===== src/rtl/semaforo_pkg.sv =====
// Shared types for the day/night mode selector that feeds the traffic-light controller.
package semaforo_pkg;

  typedef enum logic [1:0] {
    S_DIA        = 2'd0,
    S_CONF_NOITE = 2'd1,
    S_NOITE      = 2'd2,
    S_CONF_DIA   = 2'd3
  } estado_modo_e;

  localparam logic MODO_DIA   = 1'b0;
  localparam logic MODO_NOITE = 1'b1;

endpackage


===== src/rtl/sincronizador.sv =====
// Multi-flop synchroniser for an asynchronous single-bit input; clears to 0 on reset.
module sincronizador #(
  parameter int STAGES = 2
) (
  input  logic clk,
  input  logic reset,
  input  logic d,
  output logic q
);

  logic [STAGES-1:0] ff;

  always_ff @(posedge clk or posedge reset) begin
    if (reset) ff <= '0;
    else       ff <= {ff[STAGES-2:0], d};
  end

  assign q = ff[STAGES-1];

endmodule


===== src/rtl/seletor_modo.sv =====
// Day/night selector: synchronised, debounced dark sensor with minimum dwell per mode and
// manual overrides; all outputs registered so the controller sees a glitch-free 'modo'.
module seletor_modo
  import semaforo_pkg::*;
#(
  parameter int SYNC_STAGES = 2,
  parameter int DEB_CICLOS  = 8,
  parameter int MIN_PERM    = 16,
  parameter int CW          = 5
) (
  input  logic clk,
  input  logic reset,
  input  logic sensor_escuro,
  input  logic forca_dia,
  input  logic forca_noite,
  output logic modo,
  output logic em_transicao,
  output logic troca
);

  localparam logic [CW-1:0] DEB_MAX  = CW'(DEB_CICLOS);
  localparam logic [CW-1:0] PERM_MAX = CW'(MIN_PERM);
  localparam logic [CW-1:0] UM       = CW'(1);

  logic          s_sync;
  estado_modo_e  estado, estado_nx;
  logic [CW-1:0] deb, deb_nx, perm, perm_nx;
  logic          modo_nx, em_nx;
  logic          ov_noite, ov_dia;

  sincronizador #(.STAGES(SYNC_STAGES)) u_sync (
    .clk   (clk),
    .reset (reset),
    .d     (sensor_escuro),
    .q     (s_sync)
  );

  // Conflicting overrides cancel each other and leave the FSM in automatic mode.
  assign ov_noite = forca_noite & ~forca_dia;
  assign ov_dia   = forca_dia & ~forca_noite;

  always_comb begin
    estado_nx = estado;
    deb_nx    = deb;
    if (ov_noite) begin
      estado_nx = S_NOITE;
      deb_nx    = '0;
    end else if (ov_dia) begin
      estado_nx = S_DIA;
      deb_nx    = '0;
    end else begin
      case (estado)
        S_DIA: if (s_sync && perm == PERM_MAX) begin
          estado_nx = S_CONF_NOITE;
          deb_nx    = UM;
        end
        S_CONF_NOITE: begin
          if (!s_sync) begin
            estado_nx = S_DIA;
            deb_nx    = '0;
          end else if (deb >= DEB_MAX) begin
            estado_nx = S_NOITE;
            deb_nx    = '0;
          end else deb_nx = deb + UM;
        end
        S_NOITE: if (!s_sync && perm == PERM_MAX) begin
          estado_nx = S_CONF_DIA;
          deb_nx    = UM;
        end
        S_CONF_DIA: begin
          if (s_sync) begin
            estado_nx = S_NOITE;
            deb_nx    = '0;
          end else if (deb >= DEB_MAX) begin
            estado_nx = S_DIA;
            deb_nx    = '0;
          end else deb_nx = deb + UM;
        end
        default: begin
          estado_nx = S_DIA;
          deb_nx    = '0;
        end
      endcase
    end

    // modo only flips once a confirmation completes (or an override lands).
    modo_nx = (estado_nx == S_NOITE || estado_nx == S_CONF_DIA) ? MODO_NOITE : MODO_DIA;
    em_nx   = (estado_nx == S_CONF_NOITE || estado_nx == S_CONF_DIA);
    if (modo_nx != modo)       perm_nx = '0;
    else if (perm == PERM_MAX) perm_nx = perm;
    else                       perm_nx = perm + UM;
  end

  always_ff @(posedge clk or posedge reset) begin
    if (reset) begin
      estado       <= S_DIA;
      deb          <= '0;
      perm         <= '0;
      modo         <= MODO_DIA;
      em_transicao <= 1'b0;
      troca        <= 1'b0;
    end else begin
      estado       <= estado_nx;
      deb          <= deb_nx;
      perm         <= perm_nx;
      modo         <= modo_nx;
      em_transicao <= em_nx;
      troca        <= (modo_nx != modo);
    end
  end

endmodule


===== config.mk =====
export PLATFORM = sky130hd
export DESIGN_NAME = seletor_modo
export DESIGN_NICKNAME = d
export VERILOG_FILES = /design/src/rtl/semaforo_pkg.sv /design/src/rtl/sincronizador.sv /design/src/rtl/seletor_modo.sv
export SDC_FILE = /design/constraint.sdc
export NUM_CORES = 1
export LEC_CHECK = 0
export ABC_AREA = 1
export CORE_ASPECT_RATIO = 1.2
export CORE_MARGIN = 5
export CORE_UTILIZATION = 43
export CTS_BUF_LIST = sky130_fd_sc_hd__clkbuf_16
export DETAILED_ROUTE_END_ITERATION = 8
export DONT_BUFFER_PORTS = 1
export GPL_TIMING_DRIVEN = 0
export PLACE_DENSITY = 0.57
export REMOVE_ABC_BUFFERS = 1
export SYNTH_ARGS = -nofsm -noshare
export SYNTH_HDL_FRONTEND = slang
export SYNTH_SLANG_ARGS = --single-unit
export TNS_END_PERCENT = 20

===== constraint.sdc =====
create_clock -name clk -period 1.7 [get_ports clk]
set_clock_uncertainty 0.2 [all_clocks]
set_input_delay 0.34 -clock clk [delete_from_list [all_inputs] [get_ports clk]]
set_output_delay 0.34 -clock clk [all_outputs]
set_load 0.005 [all_outputs]

After elaboration in Yosys (flattened, before gate mapping)
Cells that the tools add are included.
{"block": "classes", "n_eq_ne": 11, "mux": 20, "n_bitwise": 4, "n_addsub": 2, "magnitude_cmp": 1, "n_reduce_logical": 7}
{"op": "$mux W5", "n": 9}
{"op": "$pmux W5 S4", "n": 1}
{"op": "$mux W2", "n": 8}
{"op": "$add A5 B1 Y5 const B", "n": 2}
{"op": "$eq A2 B2 Y1 const B", "n": 4}
{"op": "$ne A4 B4 Y1 const B", "n": 2}
{"op": "$pmux W2 S4", "n": 1}
{"op": "$eq A5 B5 Y1 const B", "n": 1}
{"op": "$ge A5 B4 Y1 const B", "n": 1}
{"op": "$eq A2 B1 Y1 const B", "n": 2}
{"op": "$and A1 B1 Y1", "n": 2}
{"op": "$logic_and A1 B1 Y1", "n": 2}
{"op": "$logic_not A2 Y1", "n": 1}
{"op": "$logic_or A1 B1 Y1", "n": 2}
{"op": "$ne A2 B1 Y1 const B", "n": 1}
{"op": "$not A1 Y1", "n": 2}
{"op": "$reduce_and A2 Y1", "n": 1}
{"op": "$logic_not A1 Y1", "n": 1}
{"op": "$mux W1", "n": 1}
{"op": "$ne A1 B1 Y1", "n": 1}
{"block": "word_totals", "reg_bits": 17, "elab_cells": 52}

Logic depth before layout (Yosys ltp)
{"block": "logic_depth", "depth_word": 11, "ltp_mapped": 9, "mapped_depth_nobuf": 9}

By module
A second synthesis with hierarchy kept.
{"block": "unflattened", "cells_unflattened": 91, "hier_area_um2": 827.0}
{"module": "seletor_modo", "area_each_um2": 773.2, "n_inst": 1, "cells_each": 88}
{"module": "sincronizador", "area_each_um2": 53.8, "n_inst": 1, "cells_each": 3}

Worst setup path before layout
Ideal clock, no wire load.
{"block": "synth_path", "path_type": "register to register", "start": "register perm[0]", "end": "register deb[3]", "t_required_ps": 1387, "path_stages_with_launch": 10, "period_less_slack_ps": 1486, "arrival_ps": 1173, "path_buffers": 0, "slack_ps": 214, "cell_sequence": "dfrtp_1 inv_1 ha_1 nand2_1 nor3_4 nand2_2 nand3_4 o21ai_1 nand2_1 inv_1"}
{"block": "synth_between", "elab_chain_cells": 4, "word_cells_on_any_way": 6, "cone_classes": "eq/ne: 3; reduce/logical: 3"}
{"element": "from (decl)", "line_no": "seletor_modo.sv:27", "rtl": "logic [CW-1:0] deb, deb_nx, perm, perm_nx;"}
{"element": "from (signal assigned)", "line_no": "seletor_modo.sv:105", "rtl": "perm <= perm_nx;"}
{"element": "$eq A5 B5 Y1 (*)", "line_no": "seletor_modo.sv:53, seletor_modo.sv:66"}
{"element": "$logic_and A1 B1 Y1, on equally long branches", "line_no": "seletor_modo.sv:66, seletor_modo.sv:53"}
{"element": "$ne A4 B4 Y1 (no line)"}
{"element": "$reduce_and A2 Y1 (no line) (*)"}
{"element": "to (signal assigned)", "line_no": "seletor_modo.sv:104", "rtl": "deb <= deb_nx;"}
{"element": "to (decl)", "line_no": "seletor_modo.sv:27"}
Mark *: on every way between the ends. The rest lies on a longest branch, timed or not.
A chain may end at the register's enable or synchronous reset.

Worst setup path after layout
Same ends and word-level chain as after synthesis.

==> results.py <==
metrics = {
    "drt": {
        "highest_layer": "met4",
        "routed_via_density": 4.904,
        "drt-total-wl_mm": 1.441,
        "route.vias.total": 613,
        "drt-met1-wl_um": 664,
        "drt-pass1-iter-count": 4,
        "wl_met2_um": 722,
        "wl_per_cell_um": 11.53,
        "drt_iter0_drc": 4,
        "ant_nets": 0,
        "route.detailed.drc": 0,
        "met3_length_um": 28,
    },
    "timing": {
        "fin_crit_sh": 0.9486,
        "max_freq_ghz": 0.6201,
        "hold_viol_final": 0,
        "hold_ws_ns": 0.1477,
        "max_slew.worst_pin.slew_ns": 0.6145,
        "slew_headroom": 0.5899,
        "fin_crit_ns": 1.613,
        "slew_viol_final": 0,
        "rsz0062_at_grt": "true",
        "setup_viol": 0,
    },
    "hold_path": {
        "hp-start": "u_sync.ff[0]",
        "hold_depth": 0,
        "min-delay-path-class": "flip-flop to flip-flop",
        "min_to": "u_sync.ff[1]",
    },
    "cells_and_area": {
        "diodes": 0,
        "nNetsFinal": 118,
        "drive_above_1_share": 0.1509,
        "final_core_util": 0.5448,
        "fillerInstances": 165,
        "multi_input_area_um2": 387.9,
        "area_growth_pct": 19.50,
        "register_area_um2": 400.4,
    },
    "floorplanning": {
        "initial_core_util": 0.4559,
        "die_w_um": 50.67,
        "die_h_um": 58.80,
        "core_region_area_um2": 1872,
        "rows": 17,
        "ios": 8,
        "die_area_um2": 2979,
    },
    "pwr": {
        "max-vdd-ir-drop_uv": 772.3,
        "p_leak_nw": 0.5222,
        "power_density_nw_per_um2": 1140,
    },
    "synthesis": {
        "synth-seq-cells": 16,
        "ys_seq_area_frac": 0.4692,
        "avgSynthCellArea_um2": 8.982,
        "yosysWarningCount": 0,
        "synthCells": 95,
        "syn_area_um2": 853.3,
        "yosysUniqueCellTypes": 18,
    },
    "worst_setup_path": {
        "cp.arrival_ns": 1.55,
        "crit_path_end_kind": "flip-flop",
        "r2r_cells": 9,
        "cp_slowest_cell": "dfrtp_1",
        "cp.required_ns": 1.64,
        "cp-start-kind": "flip-flop",
        "reg2reg_from": "perm[0]",
        "r2r_setup_slack_ns": 0.09,
        "rr_endpoint": "deb[3]",
        "path_cells": "inv_1, ha_1, nand2_2, nor3_4, nand2_2, nand3_4, o21ai_2, nand2_1, inv_1",
        "slowest_delay_ns": 0.41,
        "path_class": "flip-flop to flip-flop",
        "path_max_fanout": 7,
    },
    "cts": {
        "clkTransAtPathRegs_ns": 0.05,
        "clock_latency_ns": 0.24,
        "clockBufferDepth": 2,
        "cts_sinks": 16,
        "root_buffer": "clkbuf_16",
        "cts_buffers": 3,
        "htreeDepth": 1,
        "cts_tree": "yes",
    },
    "global_route": {
        "globalRouteOverflowTotal": 0,
        "grt_max_degree": 17,
        "grtUsageTotal": 0.1072,
        "antenna_found_initial": 0,
        "grt_pass1_wl_mm": 2.408,
        "grt_pass1_vias": 565,
    },
    "placed_design": {
        "gp_congestion": 0.8168,
        "placement.io_buffers": 0,
        "dp_hpwl_mm": 1.079,
    },
    "run": {
        "cap_violations": 0,
    },
    "run_status": {
        "status": "finished clean",
    },
}
[how the worst max path moves through the flow]
stage | from | to | slack, ns | cells after the start
final | perm[0] | deb[3] | 0.09 | 9
after global routing | perm[0] | perm[1] | -0.03 | 8
after CTS | perm[0] | deb[3] | 0.05 | 9
after detailed placement | perm[0] | deb[3] | 0.06 | 9
after global placement | perm[0] | deb[3] | 0.05 | 9
after floorplan | perm[0] | deb[3] | 0.21 | 9
[cell usage after synthesis (all sizes together)]
| cell | count | area share |
|---|---|---|
| inv | 19 | 0.084 |
| dfrtp | 16 | 0.47 |
| nand2 | 15 | 0.072 |
| nor2 | 10 | 0.044 |
| nand3 | 9 | 0.073 |
| o21ai | 7 | 0.041 |
| ha | 6 | 0.088 |
| xor2 | 6 | 0.062 |
| nand4 | 2 | 0.015 |
| nor3 | 2 | 0.025 |
| a21oi | 1 | 0.010 |
| a31oi | 1 | 0.0073 |
| xnor2 | 1 | 0.010 |
[logic make-up (layout without fill, tap and decap cells)]
kind of cell | after synthesis | in the layout | share of synthesized area
adder cells (fa/ha/maj) | 6 | 6 | 0.08797
XOR/XNOR | 7 | 7 | 0.07185
AND/OR/NAND/NOR | 38 | 38 | 0.2287
flip-flops | 16 | 16 | 0.4692
buffers and inverters | 19 | 30 | 0.08358
AO/OA/AOI/OAI | 9 | 9 | 0.05865
[metal layers]
metal / up-vias / GRT usage
met2: 4 / 0.1649
met4: 0 / 0.07664
met3: 2 / 0.02785
li1: 318 / -
met5: - / 0
met1: 289 / 0.1276
[what timing repair did]
action,CTS,global route
hold endpoints to repair,17,0
resized for setup,0,2
buffers inserted,0,5
endpoints found under the setup margin,0,3
hold buffers,2,0
[layout make-up]
type,instances,area share
Sequential cell,16,0.3926
Multi-Input combinational cell,60,0.3804
Clock buffer,3,0.07362
Inverter,19,0.06994
Timing Repair Buffer,7,0.05644
Tap cell,19,0.02331
Clock inverter,1,0.003681
[layout by cell type (no fill, tap or decap)]
| cell type | synthesis | routed |
|---|---|---|
| a21oi_2 | 1 | 1 |
| a31oi_1 | 1 | 1 |
| buf_4 | 0 | 5 |
| clkbuf_16 | 0 | 3 |
| clkinv_1 | 0 | 1 |
| dfrtp_1 | 16 | 16 |
| dlygate4sd3_1 | 0 | 2 |
| ha_1 | 6 | 6 |
| inv_1 | 19 | 19 |
| nand2_1 | 13 | 12 |
| nand2_2 | 2 | 3 |
| nand3_1 | 7 | 7 |
| nand3_2 | 1 | 1 |
| nand3_4 | 1 | 1 |
| nand4_1 | 2 | 2 |
| nor2_1 | 10 | 10 |
| nor3_1 | 1 | 1 |
| nor3_4 | 1 | 1 |
| o21ai_0 | 5 | 5 |
| o21ai_1 | 2 | 1 |
| o21ai_2 | 0 | 1 |
| xnor2_1 | 1 | 1 |
| xor2_1 | 6 | 6 |
[flip-flops by register name, indices dropped and copies added (netlist names)]
| register | count |
|---|---|
| deb | 5 |
| perm | 5 |
| u_sync.ff | 2 |
| em_transicao | 1 |
| estado | 1 |
| modo | 1 |
| troca | 1 |
[worst max-delay path, delay by kind of cell (launching register included)]
kind                     cells  cell delay, ns
AO/OA/AOI/OAI                1            0.07
adder cells (fa/ha/maj)      1            0.15
buffers and inverters        2            0.10
flip-flops                   1            0.41
AND/OR/NAND/NOR              5            0.57
[power breakdown]
part / switching [mW] / internal, mW / leakage (nW)
combinational: 0.120 / 0.105 / 0.280
sequential: 0.0485 / 0.433 / 0.204
clock: 0.144 / 0.312 / 0.0385
[metrics by stage]
step	instance area, um2	setup slack [ns]	total power, mW	setup TNS, ns	cells
2_1_floorplan	853.3	0.2145	0.6338	0	95
3_3_place_gp	877.1	0.04916	0.6675	0	114
6_report	1020	0.08741	1.162	0	125
5_1_grt	1020	-0.02788	1.235	-0.04515	125
3_5_place_dp	877.1	0.06244	0.6735	0	114
4_1_cts	975.9	0.05343	1.136	0	120
(Power assumes the default switching activity.)
==> RTL edit (same flow settings) <==
Reset style: synchronous (`reset`), changed in 2 clocked blocks. Comments in the files are not updated.
--- a/src/rtl/sincronizador.sv
+++ b/src/rtl/sincronizador.sv
@@ -10,7 +10,7 @@
 
   logic [STAGES-1:0] ff;
 
-  always_ff @(posedge clk or posedge reset) begin
+  always_ff @(posedge clk) begin
     if (reset) ff <= '0;
     else       ff <= {ff[STAGES-2:0], d};
   end
--- a/src/rtl/seletor_modo.sv
+++ b/src/rtl/seletor_modo.sv
@@ -91,7 +91,7 @@
     else                       perm_nx = perm + UM;
   end
 
-  always_ff @(posedge clk or posedge reset) begin
+  always_ff @(posedge clk) begin
     if (reset) begin
       estado       <= S_DIA;
       deb          <= '0;
Formal check against the unedited RTL: differs if reset is asserted again (counterexample within 4 cycles, from zero or initial values and one cycle with reset high); with reset held inactive, the same outputs for 10 cycles.
==> RTL edit against the unedited design <==
Area after synthesis decreased by 11%; sequential cell count unchanged; maximum frequency is 1.4% higher; final cell count fell by 1.6%; critical endpoint is now deb[3]; worst setup slack improved by 0.023 ns; first-iteration DRC count rose by 50%; wire length decreased by 11%; design area fell by 12%.
Power is not compared: it rests on default switching activity, and its combinational part moved more than twofold at a synthesized area within 25%.
==> RTL edit: results <==
[worst_hold_path]
min_path_cells = 2
holdPathEnd = modo
hold_start = forca_dia
holdCritPathClass = in -> reg

[sta]
worstMarginPinSlew_ns = 0.283

[yosys]
synthArstFlopShare_pct = 0
synth_xor_area_share_pct = 5.78
synthAdderAreaFrac_pct = 6.60
synth_top_cells_by_count = inv_1 (17), dfxtp_1 (16), nand2_1 (15), nor2_1 (13), nand3_1 (9)
synth_area_leaders = dfxtp_1 (42%), inv_1 (8.4%), nand2_1 (7.4%)
synthFlopType = dfxtp_1
synth_compound_area_share_pct = 8.75
synth.distinct_cells = 21

[final_layout]
nNetsFinal = 116
fill_cells = 170
reg.largest.list = deb (5), perm (5)
drive_gt1_share_pct = 12.4

[worst_setup_path]
crit_fanout = 4
rr_endpoint = deb[3]
reg2reg_depth = 9
r2r_slack_ns = 0.11
critPathMaxStageDelay_ns = 0.33
rr_startpoint = perm[0]
arrival_ns = 1.51
crit_slowest_cell = dfxtp_1

[die]
dieArea_um2 = 2710

[global_routing]
track_usage_pct = 10.6
grt_max_degree = 9
grt_pass1_wl_um = 2370
grt_pass1_vias = 602

[detailed_routing]
via_per_inst = 4.85
drcViolationCount = 0
wl_per_cell_um = 10.4
drt_iter0_drc = 6

[place]
post-place-ws_ns = -0.00796
dp_hpwl_um = 971

[clocking]
cts_buffer_depth = 2

[status]
status = finished clean
[RTL edit: cell types whose count changed in the layout (fill, tap and decap cells not counted), sizes merged, moves of 2 or more]
cell	change
xor2	-3
dfrtp	-16
ha	-2
nand3	+2
nor2	+4
nand4	-2
buf	-4
a21oi	+5
o21ai	-4
dfxtp	+16
[RTL edit: logic make-up (layout without fill, tap and decap cells)]
group	Yosys count	in the layout
AND/OR/NAND/NOR	45	45
buffers and inverters	18	24
flip-flops	16	16
AO/OA/AOI/OAI	11	11
XOR/XNOR	5	5
adder cells (fa/ha/maj)	4	4
[RTL edit: area by class of cell]
type | instances | share of cell area [%]
Tap cell | 18 | 2.52
Timing Repair Buffer | 3 | 3.08
Multi-Input combinational cell | 65 | 42.7
Inverter | 18 | 7.55
Sequential cell | 16 | 35.8
Clock buffer | 3 | 8.39
[RTL edit: how the worst max path moves through the flow]
stage	endpoint	slack (ns)	from
3_3_place_gp	deb[3]	0.01	perm[0]
2_1_floorplan	deb[3]	0.21	perm[0]
6_report	deb[3]	0.11	perm[0]
4_1_cts	deb[3]	0.05	perm[0]
5_1_grt	deb[3]	0.008	perm[0]
3_5_place_dp	deb[3]	-0.008	perm[0]
[RTL edit: through the flow]
step                      hold slack, ns  instances  TNS (ns)  power (uW)  instance area [um2]
after detailed placement           0.202        117  -0.00796         455                  781
after CTS                          0.141        122         0         903                  882
final                              0.140        123         0         890                  895
after global placement             0.194        117         0         454                  781
after floorplan                    0.188         99         0         444                  758
after global routing               0.156        123         0         935                  895
[RTL edit: power breakdown]
| part | leakage (uW) | internal (uW) | switching [uW] |
|---|---|---|---|
| Clock | 0.0000370 | 307 | 129 |
| Combinational | 0.000236 | 22.2 | 32.5 |
| Sequential | 0.000130 | 389 | 10.2 |
| Total | 0.000404 | 718 | 171 |
[RTL edit: timing repair]
item,CTS,global route
cloned,0,0
hold endpoints to repair,5,0
buffers inserted,0,1
setup endpoints to repair,1,2
pin swaps,0,1
gates resized for setup,1,3
hold buffers,2,0
[RTL edit: routing by layer]
metal	vias to the layer above	routed length (um)	GRT usage, %
met3	2	46	2.68
met1	262	584	11.9
met4	0	11	4.74
met2	9	642	18.5
met5	-	0	0
li1	323	-	-
